## src/rtl/seg_pattern_decoder.sv

```systemverilog
// seg_pattern_decoder: pairs of active-low 7-seg patterns -> one hex byte; ports clk, clr (async active-low), in_valid/in_ready/seg_in, out_valid/out_ready/out_byte, err, err_count (only with SEG_ERRCNT_EN)
module seg_pattern_decoder #(
  parameter logic LSD_FIRST = 1'b1
) (
  input  logic       clk,
  input  logic       clr,
  input  logic       in_valid,
  output logic       in_ready,
  input  logic [7:0] seg_in,
  output logic       out_valid,
  input  logic       out_ready,
  output logic [7:0] out_byte,
  output logic       err
`ifdef SEG_ERRCNT_EN
  ,
  output logic [7:0] err_count
`endif
);
  localparam logic [1:0] WAIT_FIRST  = 2'd0;
  localparam logic [1:0] WAIT_SECOND = 2'd1;
  localparam logic [1:0] FULL        = 2'd2;
  logic [1:0] state;
  logic [3:0] digit;
  logic [4:0] dec;
  logic       acc;
  logic       bad;
  always_comb begin
    dec = 5'h00;
    case (seg_in)
      8'hC0: dec = 5'h10;
      8'hF9: dec = 5'h11;
      8'hA4: dec = 5'h12;
      8'hB0: dec = 5'h13;
      8'h99: dec = 5'h14;
      8'h92: dec = 5'h15;
      8'h82: dec = 5'h16;
      8'hF8: dec = 5'h17;
      8'h80: dec = 5'h18;
      8'h90: dec = 5'h19;
      8'h88: dec = 5'h1A;
      8'h83: dec = 5'h1B;
      8'hC6: dec = 5'h1C;
      8'hA1: dec = 5'h1D;
      8'h86: dec = 5'h1E;
      8'h8E: dec = 5'h1F;
      default: dec = 5'h00;
    endcase
  end
  assign in_ready  = state != FULL;
  assign out_valid = state == FULL;
  assign acc       = in_valid && in_ready && seg_in != 8'hFF;
  assign bad       = acc && !dec[4];
  always_ff @(posedge clk or negedge clr) begin
    if (!clr) begin
      state    <= WAIT_FIRST;
      digit    <= 4'h0;
      out_byte <= 8'h00;
      err      <= 1'b0;
    end else begin
      err <= bad;
      if (bad) begin
        state <= WAIT_FIRST;
        digit <= 4'h0;
      end else if (acc && state == WAIT_FIRST) begin
        digit <= dec[3:0];
        state <= WAIT_SECOND;
      end else if (acc && state == WAIT_SECOND) begin
        out_byte <= LSD_FIRST ? {dec[3:0], digit} : {digit, dec[3:0]};
        state    <= FULL;
      end else if (state == FULL && out_ready) begin
        state <= WAIT_FIRST;
      end
    end
  end
`ifdef SEG_ERRCNT_EN
  always_ff @(posedge clk or negedge clr) begin
    if (!clr) err_count <= 8'h00;
    else if (bad && err_count != 8'hFF) err_count <= err_count + 8'h01;
  end
`endif
endmodule

```

## config.mk

```make
export PLATFORM = sky130hd
export DESIGN_NAME = seg_pattern_decoder
export DESIGN_NICKNAME = d
export VERILOG_FILES = /design/src/rtl/seg_pattern_decoder.sv
export SDC_FILE = /design/constraint.sdc
export NUM_CORES = 1
export LEC_CHECK = 0
export BUFFER_PORTS_ARGS = -buffer_cell sky130_fd_sc_hd__buf_4
export CAP_MARGIN = 20
export CORE_ASPECT_RATIO = 1.75
export CORE_UTILIZATION = 40
export CTS_CLUSTER_SIZE = 28
export DETAILED_ROUTE_END_ITERATION = 6
export PLACE_DENSITY = 0.61
export SLEW_MARGIN = 20
export SYNTH_ARGS = -nofsm -noshare
export SYNTH_HDL_FRONTEND = slang
export SYNTH_SLANG_ARGS = --single-unit
```

## constraint.sdc

```tcl
create_clock -name clk -period 2.6 [get_ports clk]
set_input_delay 0.52 -clock clk [delete_from_list [all_inputs] [get_ports clk]]
set_output_delay 0.52 -clock clk [all_outputs]
set_load 0.02 [all_outputs]
```

## Word-level counts from Yosys, hierarchy flattened

Index checks and enable logic that the tools add are counted.

- Output and inout bits: 11
- Register bits after elaboration: 15
- Logic and storage cells: 44

- Eq/ne operators: 20
- Multiplexer cells: 7
- Bitwise gates (word level): 2
- Reduce and logical (&&, ||, !) cells: 11

Operator list:

| cell | count |
|---|---|
| 8-bit equality test, second input constant | 16 |
| 5-bit case mux with 16 select lines | 1 |
| 2-bit two-way mux | 4 |
| 4-bit two-way mux | 2 |
| 8-bit != test, second input constant | 1 |
| 1-bit logical AND | 6 |
| 4-bit nonzero test | 1 |
| 3-bit AND reduction | 1 |
| 2-bit by 1-bit equality test with 1-bit output, second input constant | 1 |
| 2-bit equality test, second input constant | 1 |
| 2-bit zero test | 1 |
| 2-bit != test, second input constant | 1 |
| 1-bit NOT | 2 |
| 2-bit nonzero test | 1 |
| 1-bit zero test | 1 |

## Longest topological paths before layout

- Word-level depth: 7
- Mapped depth: 6
- Depth with buffers taken out: 5

## Least setup slack after synthesis

No wires, ideal clock.

- Path kind: in2reg
- Start point: input port seg_in[2]
- End point: register out_byte[5]
- Stages: 6
- Path slack: 0.409 ns
- Required time: 2.475 ns
- Setup time: 0.125 ns
- Data arrival time: 2.066 ns
- Cell sequence: buf_6 nor2b_1 and4_4 or4_4 o21bai_4 mux2_4

- Cells in the longest elaborated chain, start to end: 6

Ends and longest elaborated chain:

| element | RTL line | RTL |
|---|---|---|
| from (decl) | 9 | `input logic [7:0] seg_in,` |
| 8-bit equality test | 29 | `case (seg_in)` |
| 5-bit case mux with 16 select lines | 29 |  |
| 1-bit zero test | 52 | `assign bad = acc && !dec[4];` |
| 1-bit logical AND | 52 |  |
| 1-bit NOT (no line) | - |  |
| 3-bit AND reduction (no line) | - |  |
| to (signal assigned) | 68 | `out_byte <= LSD_FIRST ? {dec[3:0], digit} : {digit, dec[3:0]};` |
| to (decl) | 12 | `output logic [7:0] out_byte,` |

Parallel ways exist; a longest one is shown, timed or not.
A chain may end at the register's enable or synchronous reset.

## Worst setup path after layout

- Start point: input port seg_in[1]
- End point: register out_byte[2]

- Cells in the longest elaborated chain, start to end: 6

Ends and longest elaborated chain:

| element | RTL line |
|---|---|
| 8-bit equality test | 29 |
| 5-bit case mux with 16 select lines | 29 |
| 1-bit zero test | 52 |
| 1-bit logical AND | 52 |
| 1-bit NOT (no line) | - |
| 3-bit AND reduction (no line) * | - |

Mark *: on every way between the ends. The rest lies on a longest branch, timed or not.

==> flow_summary.json <==
{
  "clkTransAtPathRegs_ns": 0.06,
  "avgSynthCellArea_sq_um": 9.63,
  "grt_usage_pct": 18.1,
  "via_per_inst": 5.96,
  "ff2ff_setup_slack_ns": 1.01,
  "die_h_um": 71.3,
  "yosysWarningCount": 0,
  "timing.rr.end": "out_byte[2]",
  "post_route_cells_drive_above_1_share_pct": 29.9,
  "muxShareOfSynthArea_pct": 10.6,
  "cp_cell_sequence": "buf_4, and4bb_1, and3_4, or4_4, o21bai_4, mux2_4",
  "place.gp.congestion": 0.781,
  "tightestPinTransition_ns": 0.561,
  "drt-initial-drc-count": 13,
  "yosys.area.top_type": "dfrtp_1",
  "synth.distinct_cells": 50,
  "critPathKind": "in -> reg",
  "synth_top_family_by_area": "simple AND/OR/NAND/NOR gates",
  "postSynthCellCount": 114,
  "setup_ws_ns": 0.470,
  "dp_slack_ns": 0.217,
  "yosys.area_share.simple_pct": 29.8,
  "ir_worst_vdd_mv": 0.151,
  "rr_startpoint": "state[0]",
  "fin_util_pct": 51.2,
  "rows": 24,
  "cts.repair.resized": 0,
  "clock.fmax_mhz": 470,
  "clockBufferDepth": 2,
  "cp-end-kind": "register",
  "postRouteAntennaNets": 0,
  "total_power_uw": 524,
  "dieWidth_um": 41.6,
  "crit_end": "out_byte[2]",
  "gr-total-overflow": 0,
  "diodes": 0,
  "startpoint": "seg_in[1]",
  "start_util_pct": 43.0,
  "synth_fa_ha_area_share_pct": 0,
  "routed-via-count": 953,
  "slew_violations": 0,
  "ios": 23,
  "dpl.hpwl_mm": 1.87,
  "core_sq_um": 2550,
  "crit_slowest_cell": "or4_4",
  "worstPathArrival_ns": 2.26,
  "synth_compound_area_share_pct": 19.0,
  "post_cts_buffers": 0,
  "antenna_found_initial": 0,
  "cp_max_fo": 15,
  "power.density_nw_per_um2": 401,
  "cts_made_buffers": 3,
  "cts_root_buf": "clkbuf_8",
  "first_pass_iters": 3,
  "rsz0062_at_grt": "false",
  "critPathLaunchType": "primary input",
  "synth-xor-area-share_pct": 0.798,
  "rr_worst_depth": 4,
  "synth_nets": 126,
  "async_flop_share_pct": 100,
  "synth.yosys.seq_area_share_pct": 34.2,
  "setup_tns_ns": 0,
  "synthFlopType": "dfrtp_1",
  "grt_max_degree": 16,
  "fin_skew_ns": 0.00121,
  "synth_top_area_share_pct": 34.2,
  "p_leak_uw": 0.000602,
  "setup_viol": 0,
  "cts_tree": "done",
  "grt_pass1_wl_mm": 4.17,
  "cts.sinks": 15,
  "dieArea_sq_um": 2960,
  "min_period_ns": 2.13,
  "maxCapViolations": 0,
  "outcome": "completed",
  "n_fill_cell": 246,
  "critPathMaxStageDelay_ns": 0.54,
  "insertion_delay_ns": 0.25,
  "synth_area_sq_um": 1100,
  "grt_pass1_vias": 967,
  "hold_viol": 0,
  "synthTopCellsByArea": "dfrtp_1, mux2_4, nor2b_1",
  "hold_path.class": "in -> async",
  "area_delta_synth_final_pct": 19.0,
  "synth-edff-count": 0,
  "relSlewSlack_pct": 62.2,
  "portBuffers": 22,
  "finalCritPeriodShare_pct": 81.9,
  "required_ns": 2.73,
  "drc": 0,
  "drt_wl_total_mm": 2.32,
  "ys_ff_latch": 15,
  "h-tree-depth": 1,
  "nets": 147,
  "cts_hold_repair.buffers": 0,
  "wl_per_cell_um": 14.5
}
## metal layers
| layer | GRT usage, % | wire length, um |
|---|---|---|
| met3 | 1.01 | 55 |
| met2 | 33.2 | 1280 |
| met1 | 19.1 | 903 |
| met4 | 12.5 | 84 |
| met5 | 0 | 0 |
## cells in the final DEF (no fill, tap or decap), types with 2 or more instances in the layout
master	instances
buf_4	23
dfrtp_1	15
nor2_1	7
nand2_1	7
mux2_4	7
inv_1	5
nor2b_1	5
nand2b_1	3
nand3_1	3
a21oi_1	3
nor3_1	3
o21ai_0	3
o211ai_1	3
clkbuf_8	3
or3b_1	2
nand3b_1	2
nor4_1	2
a31oi_1	2
nand4_1	2
and3_1	2
o32ai_1	2
a22o_1	2
or3_1	2
## cells in the mapped netlist (2+ instances only)
master,instances
a21oi_1,3
a22o_1,2
a31oi_1,2
and3_1,2
buf_2,4
dfrtp_1,15
inv_1,5
mux2_4,7
nand2_1,7
nand2b_1,3
nand3_1,3
nand3b_1,2
nand4_1,2
nor2_1,7
nor2b_1,5
nor3_1,3
nor4_1,2
o211ai_1,3
o21ai_0,3
o32ai_1,2
or3_1,2
or3b_1,2
## layout make-up
cell class              count  area [sq um]  share of cell area [%]
repair buffers             23           173                    13.2
multi-input cells          87           661                    50.6
clock buffers               3          41.3                    3.16
inverters                   5          18.8                    1.44
well taps                  26          32.5                    2.49
clock inverters             1          5.00                   0.383
flip-flops and latches     15           375                    28.7
## kinds of logic (layout without fill, tap and decap cells)
kind of cell    count (synthesis)  after routing
simple gates                   51             51
compound gates                 27             27
flops                          15             15
buf+inv                        12             32
mux                             8              8
xor+xnor                        1              1
## critical path, delay by kind of cell
kind            cells  cell delay, ns
compound gates      1            0.32
buf+inv             1            0.16
mux                 1            0.33
simple gates        3            0.93
## sequential cells by signal (all words and copies together) (netlist names)
signal / flops
out_byte: 8
digit: 4
state: 2
err: 1
## power breakdown
| group | internal [uW] | switching (uW) |
|---|---|---|
| clock | 106 | 77.0 |
| combinational | 41.6 | 55.2 |
| sequential | 240 | 3.72 |
## worst min path at each step
stage,start,to
finish,clr,state[0]
global route,clr,state[0]
CTS,clr,state[0]
detailed placement,clr,state[0]
global placement,clr,state[0]
floorplan,clr,digit[0]
## per-stage QoR
| step | cell area, sq um | hold WS (ns) | std cells |
|---|---|---|---|
| final | 1310 | 0.113 | 160 |
| after global routing | 1310 | 0.119 | 160 |
| after CTS | 1310 | 0.114 | 160 |
| after detailed placement | 1260 | 0.381 | 156 |
| after global placement | 1260 | 0.379 | 156 |
| after floorplan | 1100 | 0.224 | 114 |
(Power assumes the default switching activity.)
